**config.mk**
```make
export PLATFORM = sky130hd
export DESIGN_NAME = fifo_wr_arbiter
export DESIGN_NICKNAME = d
export VERILOG_FILES = /design/src/rtl/fifo_wr_arbiter.sv
export SDC_FILE = /design/constraint.sdc
export NUM_CORES = 1
export LEC_CHECK = 0
export ABC_AREA = 1
export BUFFER_PORTS_ARGS = -buffer_cell sky130_fd_sc_hd__buf_2
export CAP_MARGIN = 20
export CELL_PAD_IN_SITES_DETAIL_PLACEMENT = 0
export CELL_PAD_IN_SITES_GLOBAL_PLACEMENT = 1
export CORE_UTILIZATION = 32
export CTS_CLUSTER_DIAMETER = 150
export DETAILED_ROUTE_END_ITERATION = 8
export PLACE_DENSITY = 0.89
export REMOVE_ABC_BUFFERS = 1
export SYNTH_ARGS = -nofsm -noshare
export SYNTH_HDL_FRONTEND = slang
export SYNTH_SLANG_ARGS = --single-unit
```
**constraint.sdc**
```tcl
create_clock -name wclk -period 2.75 [get_ports wclk]
set_input_delay 0.55 -clock wclk [delete_from_list [all_inputs] [get_ports wclk]]
set_output_delay 0.55 -clock wclk [all_outputs]
set_load 0.005 [all_outputs]
```
**src/rtl/fifo_wr_arbiter.sv**
```systemverilog
// Round-robin sequencer sharing one FIFO write port; a grant lasts up to MAX_BURST words, first word in the cycle after the grant edge.
// Backpressure: the synchronised almost-full flag parks the owner in HOLD and keeps its grant; requesters advance their data only on ack.
module fifo_wr_arbiter #(
  parameter int NREQ        = 4,
  parameter int DSIZE       = 8,
  parameter int MAX_BURST   = 4,
  parameter int SYNC_STAGES = 2
) (
  input  logic                    wclk,
  input  logic                    dirclr_n,
  input  logic [NREQ-1:0]         req,
  input  logic [NREQ*DSIZE-1:0]   wdata_in,
  input  logic                    afull_n,
  output logic [NREQ-1:0]         gnt,
  output logic [NREQ-1:0]         ack,
  output logic                    winc,
  output logic [DSIZE-1:0]        wdata,
  output logic                    busy
);

  localparam int IW = (NREQ > 1) ? $clog2(NREQ) : 1;
  localparam int BW = (MAX_BURST > 1) ? $clog2(MAX_BURST) : 1;
  localparam logic [BW-1:0] LAST_BEAT = BW'(MAX_BURST - 1);

  typedef enum logic [1:0] {IDLE, XFER, HOLD} state_t;

  state_t                 state_q, state_d;
  logic [NREQ-1:0]        gnt_q, gnt_d;
  logic [IW-1:0]          owner_q, owner_d;
  logic [IW-1:0]          prio_q, prio_d;
  logic [BW-1:0]          burst_q, burst_d;
  logic [SYNC_STAGES-1:0] sync_q;
  logic [IW-1:0]          scan, pick;
  logic                   pick_vld, afull_s, own_req, wr;

  function automatic logic [IW-1:0] wrap_inc(input logic [IW-1:0] v);
    if (v == IW'(NREQ - 1)) return '0;
    return v + IW'(1);
  endfunction

  // Reset to 0 so the FIFO is treated as full until afull_n has crossed over.
  always_ff @(posedge wclk or negedge dirclr_n) begin
    if (!dirclr_n) sync_q <= '0;
    else           sync_q <= {sync_q[SYNC_STAGES-2:0], afull_n};
  end

  assign afull_s = sync_q[SYNC_STAGES-1];

  always_comb begin
    pick_vld = 1'b0;
    pick     = prio_q;
    scan     = prio_q;
    for (int k = 0; k < NREQ; k++) begin
      if (!pick_vld && req[scan]) begin
        pick_vld = 1'b1;
        pick     = scan;
      end
      scan = wrap_inc(scan);
    end
  end

  assign own_req = req[owner_q];
  assign wr      = (state_q == XFER) && own_req && afull_s;

  always_comb begin
    state_d = state_q;
    gnt_d   = gnt_q;
    owner_d = owner_q;
    prio_d  = prio_q;
    burst_d = burst_q;
    winc    = 1'b0;
    ack     = '0;
    wdata   = '0;
    case (state_q)
      IDLE: begin
        if (pick_vld && afull_s) begin
          state_d     = XFER;
          owner_d     = pick;
          gnt_d       = '0;
          gnt_d[pick] = 1'b1;
          burst_d     = '0;
        end
      end
      XFER: begin
        if (wr) begin
          winc         = 1'b1;
          ack[owner_q] = 1'b1;
          wdata        = wdata_in[int'(owner_q)*DSIZE +: DSIZE];
          burst_d      = burst_q + BW'(1);
        end
        if ((wr && burst_q == LAST_BEAT) || !own_req) begin
          state_d = IDLE;
          gnt_d   = '0;
          burst_d = '0;
          prio_d  = wrap_inc(owner_q);
        end else if (!afull_s) begin
          state_d = HOLD;
        end
      end
      HOLD: begin
        // burst_cnt is kept so a stalled grant still ends after MAX_BURST words.
        if (!own_req) begin
          state_d = IDLE;
          gnt_d   = '0;
          burst_d = '0;
          prio_d  = wrap_inc(owner_q);
        end else if (afull_s) begin
          state_d = XFER;
        end
      end
      default: begin
        state_d = IDLE;
        gnt_d   = '0;
        burst_d = '0;
      end
    endcase
  end

  always_ff @(posedge wclk or negedge dirclr_n) begin
    if (!dirclr_n) begin
      state_q <= IDLE;
      gnt_q   <= '0;
      owner_q <= '0;
      prio_q  <= '0;
      burst_q <= '0;
    end else begin
      state_q <= state_d;
      gnt_q   <= gnt_d;
      owner_q <= owner_d;
      prio_q  <= prio_d;
      burst_q <= burst_d;
    end
  end

  assign gnt  = gnt_q;
  assign busy = (state_q != IDLE);

endmodule

```
==> impl_metrics.tcl, run 1 <==
set metrics [dict create \
    outcome "completed" \
    die_y_um 69.49 \
    grt_max_degree 22 \
    routed_wl_mm 3.821 \
    drc_errors 0 \
    ant_nets 0 \
    p_total_w 0.001984 \
    fmax_mhz 392.2 \
    fillers 481 \
    grt_overflow 0 \
    critPathMostFrequentCell "nand2_1" \
    slew_violations 0 \
    cts_tree "done" \
    period_share_pct 92.72 \
    synth_compound_area_share_pct 12.79 \
    cp.required_ns 2.20 \
    fp-row-count 24 \
    place_ws_ns 0.4806 \
    post_drt_via_cell_ratio 4.609 \
    drtPass1Iterations 4 \
    crit_arrival_ns 2.00 \
    timing.hold.ws_ns 0.1900 \
    r2r_setup_slack_ns 0.55 \
    yosysUniqueCellTypes 23 \
    grt_setup_unrepaired "no" \
    tightest_slew_ns 0.6404 \
    wl_per_cell_um 10.92 \
    setup_slack_ns 0.2003 \
    multi_input_area_um2 950.9 \
    finalSetupViolations 0 \
    final-seq-area_um2 350.3 \
    root_buffer "clkbuf_8" \
    cts_buffers 3 \
    gr-usage-all-layers_pct 15.31 \
    start_util_pct 33.48 \
    final_core_util_pct 41.64 \
    antenna_found_initial 0 \
    ys_ff_latch 14 \
    drive_gt1_share_pct 31.21 \
    post_cts_buffers 0 \
    synth_top_family_by_area "simple AND/OR/NAND/NOR gates" \
    core_area_mm2 0.004354 \
    finalHoldViolations 0 \
    end_kind "primary output" \
    path_cells "nand2_1, nand3_1, nand2_1, nor2_1, inv_2, a21oi_1, buf_2" \
    cts_sinks 14 \
    antenna_cells 0 \
    slew_headroom_pct 57.31 \
    cpPeakStageDelay_ns 0.75 \
    ios 57 \
    synth_area_per_cell_um2 5.925 \
    ir_worst_vdd_mv 0.4781 \
    clkLatencyLatePin_ns 0.25 \
    synthCells 246 \
    leakagePower_nw 1.048 \
    final_nets 345 \
    hpwl_mm 2.961 \
    die_w_um 69.49 \
    clk_path_buf_depth 2 \
    synthSimpleGateAreaFrac_pct 47.30 \
    grt_pass1_wl_mm 6.078 \
    crit_type "reg -> out" \
    reg2reg_depth 12 \
    fin_skew_ns 0.001272 \
    synthXorXnorAreaFrac_pct 0 \
    synth_top_area_cell "dfrtp_1" \
    cts.htree.levels 1 \
    setup_tns_ns 0 \
    drtIter0Drc 85 \
    gp_congestion 0.7835 \
    fin_crit_ns 2.550 \
    grt_pass1_vias 1433 \
    clkTransAtPathRegs_ns 0.06 \
    areaGrowthSynthToFinish_pct 24.38 \
    r2r_start "prio_q[0]" \
    r2r_end "gnt[3]" \
    p_per_area_mw_per_mm2 1094 \
    synthAdderAreaFrac_pct 5.150 \
    yosysSeqAreaShare_pct 24.03 \
    port_buffers 56 \
    synthesis.area_mm2 0.001458 \
    slowest_stage "dfrtp_1" \
    cp-start-kind "flop" \
    synthTopCellsByArea "dfrtp_1 (24%), nand2_1 (19%), nor2_1 (11%)" \
    worstHoldPathType "in -> async" \
    die-area_mm2 0.004829 \
    cts_hold_buf 0 \
    cts_resized 0 \
    yosys_warnings 0 \
    vias 1613 \
    synth_mux_area_share_pct 0 \
    crit_fanout 21 \
    cap_violations 0 \
    synth_top_area_share_pct 24.03 \
]
-- layout make-up --
type	count	share of cell area (%)
multi-input cells	195	52.45
flip-flops and latches	14	19.32
repair buffers	58	16.29
inverters	28	6.073
well taps	52	3.589
clock buffers	3	2.277
-- synth_stat cells --
library cell and count:
o21ai_2 2, inv_6 1, nor2_2 1, nand3_1 17, nor2_1 43, a21oi_2 1, nand2_1 73, ha_1 6
buf_2 4, inv_1 20, nand3_2 2, buf_1 1, nand2_4 3, o21ai_1 4, o21ai_0 19, nor2_4 3
a21oi_1 9, inv_2 7, buf_6 1, clkbuf_1 3, or2_2 1, nand2_2 11, dfrtp_1 14
-- cells by family (layout without fill, tap and decap cells) --
| family | count (synthesis) | after routing |
|---|---|---|
| compound gates | 35 | 35 |
| fa+ha+maj | 6 | 6 |
| buf+inv | 37 | 89 |
| flops | 14 | 14 |
| simple gates | 154 | 154 |
-- layout by cell type, fill, tap and decap left out --
cell type,n
dfrtp_1,14
a21oi_1,9
nor2_2,1
nand2_4,3
a21oi_2,1
o21ai_0,19
nor2_1,43
inv_6,1
or2_2,1
nand3_1,17
nand2_2,11
buf_4,2
ha_1,6
nand2_1,73
nor2_4,3
nand3_2,2
o21ai_1,4
inv_2,7
buf_2,56
o21ai_2,2
inv_1,20
clkbuf_8,3
-- routing by layer --
layer | vias to the layer above | share of wire, % | global-route usage [%]
li1 | 867 | - | -
met1 | 714 | 48 | 20.18
met2 | 27 | 48 | 26.11
met3 | 5 | 2.7 | 1.599
met4 | 0 | 1.2 | 4.989
met5 | - | 0 | 0
-- state kept, by name, indices dropped and copies added, names as in the netlist --
signal and flops:
owner_q 2, gnt 4, state_q 2, sync_q 2, burst_q 2, prio_q 2
-- how the worst max path moves through the flow --
stage          startpoint       end  slack, ns  cells after the start
2_1_floorplan  owner_q[0]  wdata[0]       0.71                      7
3_3_place_gp   owner_q[0]  wdata[7]       0.53                      7
3_5_place_dp   owner_q[0]  wdata[7]       0.48                      7
4_1_cts        owner_q[0]  wdata[7]       0.19                      7
5_1_grt        owner_q[0]  wdata[7]      0.004                      7
6_report       owner_q[0]  wdata[7]       0.20                      7
-- worst max-delay path: cells and delay by family, from the launching register on --
family                 cells  cell delay [ns]
buffers and inverters      2             0.30
and+or+nand+nor            4             0.52
DFF                        1             0.75
AOI/OAI and AO/OA          1             0.17
-- through the flow --
| stage | instance area (µm²) | instances |
|---|---|---|
| 2_1_floorplan | 1411 | 237 |
| 5_1_grt | 1813 | 350 |
| 3_5_place_dp | 1772 | 347 |
| 6_report | 1813 | 350 |
| 3_3_place_gp | 1772 | 347 |
| 4_1_cts | 1813 | 350 |
-- power breakdown --
group	switching [W]	total, W	internal, W
combinational	0.000914	0.00142	0.000504
clock	0.0000725	0.000170	0.0000970
sequential	0.000123	0.000396	0.000273
Power figures use the tool's default switching activity.
==> run 2: changes to the inputs <==
==> constraint.sdc (replaced) <==
create_clock -name wclk -period 2.5 [get_ports wclk]
set_input_delay 0.5 -clock wclk [delete_from_list [all_inputs] [get_ports wclk]]
set_output_delay 0.5 -clock wclk [all_outputs]
set_load 0.005 [all_outputs]
==> impl_metrics.tcl, run 2 (synthesis gave the netlist of run 1 again) <==
set metrics [dict create \
    outcome "completed" \
    crit_type "reg -> out" \
    clkLatencyLatePin_ns 0.25 \
    worstHoldPathType "in -> async" \
    p_per_area_mw_per_mm2 1218 \
    drc_errors 0 \
    fillers 469 \
    crit_family "flip-flops" \
    post_drt_via_cell_ratio 4.592 \
    cts_hold_buf 0 \
    die_w_um 69.49 \
    wl_per_cell_um 10.16 \
    grt_pass1_vias 1491 \
    final_core_util_pct 42.30 \
    ir_worst_vdd_mv 0.5220 \
    cts_resized 0 \
    r2r_start "prio_q[1]" \
    routed_wl_mm 3.588 \
    instances_no_fill 353 \
    slowest_stage "dfrtp_1" \
    post_cts_buffers 0 \
    fmax_mhz 445.9 \
    tightest_slew_ns 0.3877 \
    antenna_cells 0 \
    largest_reg_flops 4 \
    r2r_end "gnt[3]" \
    finalHoldViolations 0 \
    clkTransAtPathRegs_ns 0.06 \
    timing.hold.ws_ns 0.1340 \
    antenna_found_initial 0 \
    reg2reg_depth 12 \
    startpoint "owner_q[1]" \
    setup_tns_ns 0 \
    leakagePower_nw 1.065 \
    final_nets 347 \
    r2r_setup_slack_ns 0.45 \
    vias 1621 \
    ios 57 \
    period_share_pct 89.71 \
    die_y_um 69.49 \
    cts_tree "done" \
    slew_violations 0 \
    cp.required_ns 2.00 \
    finalSetupViolations 0 \
    p_sw_share_pct 54.75 \
    cts_sinks 14 \
    slew_headroom_pct 73.88 \
    drive_gt1_share_pct 31.89 \
    grt_max_degree 21 \
    dp_cells 349 \
    grt_overflow 0 \
    cp_num_buf_inv 3 \
    fin_crit_ns 2.243 \
    path_depth 7 \
    gp_congestion 0.8296 \
    final_common_cell "nand2_1" \
    areaGrowthSynthToFinish_pct 26.35 \
    path_cells "inv_1, nand3_1, nand2_1, nor2_1, inv_2, a21oi_1, buf_2" \
    hpwl_mm 2.886 \
    critPathCapture "wdata[3]" \
    cts.htree.levels 1 \
    cap_violations 0 \
    crit_fanout 13 \
    cpPeakStageDelay_ns 0.56 \
    cts_buffers 3 \
    drtPass1Iterations 4 \
    power.switching_w 0.001228 \
    cp-start-kind "flop" \
    p_seq_share_pct 16.7 \
    p_clk_share_pct 9.8 \
    gr-usage-all-layers_pct 15.58 \
    ant_nets 0 \
    port_buffers 56 \
    drtIter0Drc 101 \
    start_util_pct 33.48 \
    core_area_mm2 0.004354 \
    fp-row-count 24 \
    grt_setup_unrepaired "no" \
    root_buffer "clkbuf_8" \
    end_kind "primary output" \
    die-area_mm2 0.004829 \
    clk_path_buf_depth 2 \
    crit_arrival_ns 1.74 \
    grt_pass1_wl_mm 6.285 \
    fin_skew_ns 0.007001 \
    pwr-share-comb_pct 73.5 \
    final_cell_mix "nand2_1 (73), buf_2 (56), nor2_1 (43)" \
    intPower_w 0.001015 \
]
run 2: per-layer routing:
metal  share of wire, %  track usage [%]  vias to the layer above  wire [µm]
met2                 45            25.78                       31       1615
met4               0.75            4.082                        0         27
met1                 50            21.53                      714       1805
li1                   -                -                      874          -
met5                  0                0                        -          0
met3                3.9            1.744                        2        139
run 2: final cells by class:
type | count | area (µm²) | share of cell area [%]
Tap cell | 52 | 65.06 | 3.533
Sequential cell | 14 | 350.3 | 19.02
Timing Repair Buffer | 60 | 310.3 | 16.85
Clock buffer | 4 | 55.05 | 2.989
Inverter | 28 | 110.1 | 5.978
Multi-Input combinational cell | 195 | 950.9 | 51.63
run 2: power by group through the flow:
stage	clock (W)	sequential, W	combinational (W)
after floorplan	0	0.000407	0.00121
after global placement	0	0.000376	0.00165
after detailed placement	0	0.000379	0.00165
after CTS	0.000229	0.000375	0.00165
after global routing	0.000237	0.000387	0.00190
final	0.000219	0.000375	0.00165
run 2: metrics by stage:
step	setup WS (ns)	instance area (µm²)	total power, W
2_1_floorplan	0.5086	1411	0.001615
3_3_place_gp	0.5003	1787	0.002023
3_5_place_dp	0.4830	1787	0.002026
4_1_cts	0.2345	1842	0.002259
5_1_grt	0.05275	1842	0.002526
6_report	0.2573	1842	0.002243
run 2: how the worst min path moves through the flow:
stage,startpoint,to,slack [ns]
4_1_cts,dirclr_n,burst_q[0],0.14
3_3_place_gp,sync_q[0],sync_q[1],0.33
2_1_floorplan,dirclr_n,burst_q[0],0.20
3_5_place_dp,sync_q[0],sync_q[1],0.34
5_1_grt,dirclr_n,burst_q[0],0.16
6_report,dirclr_n,burst_q[0],0.13
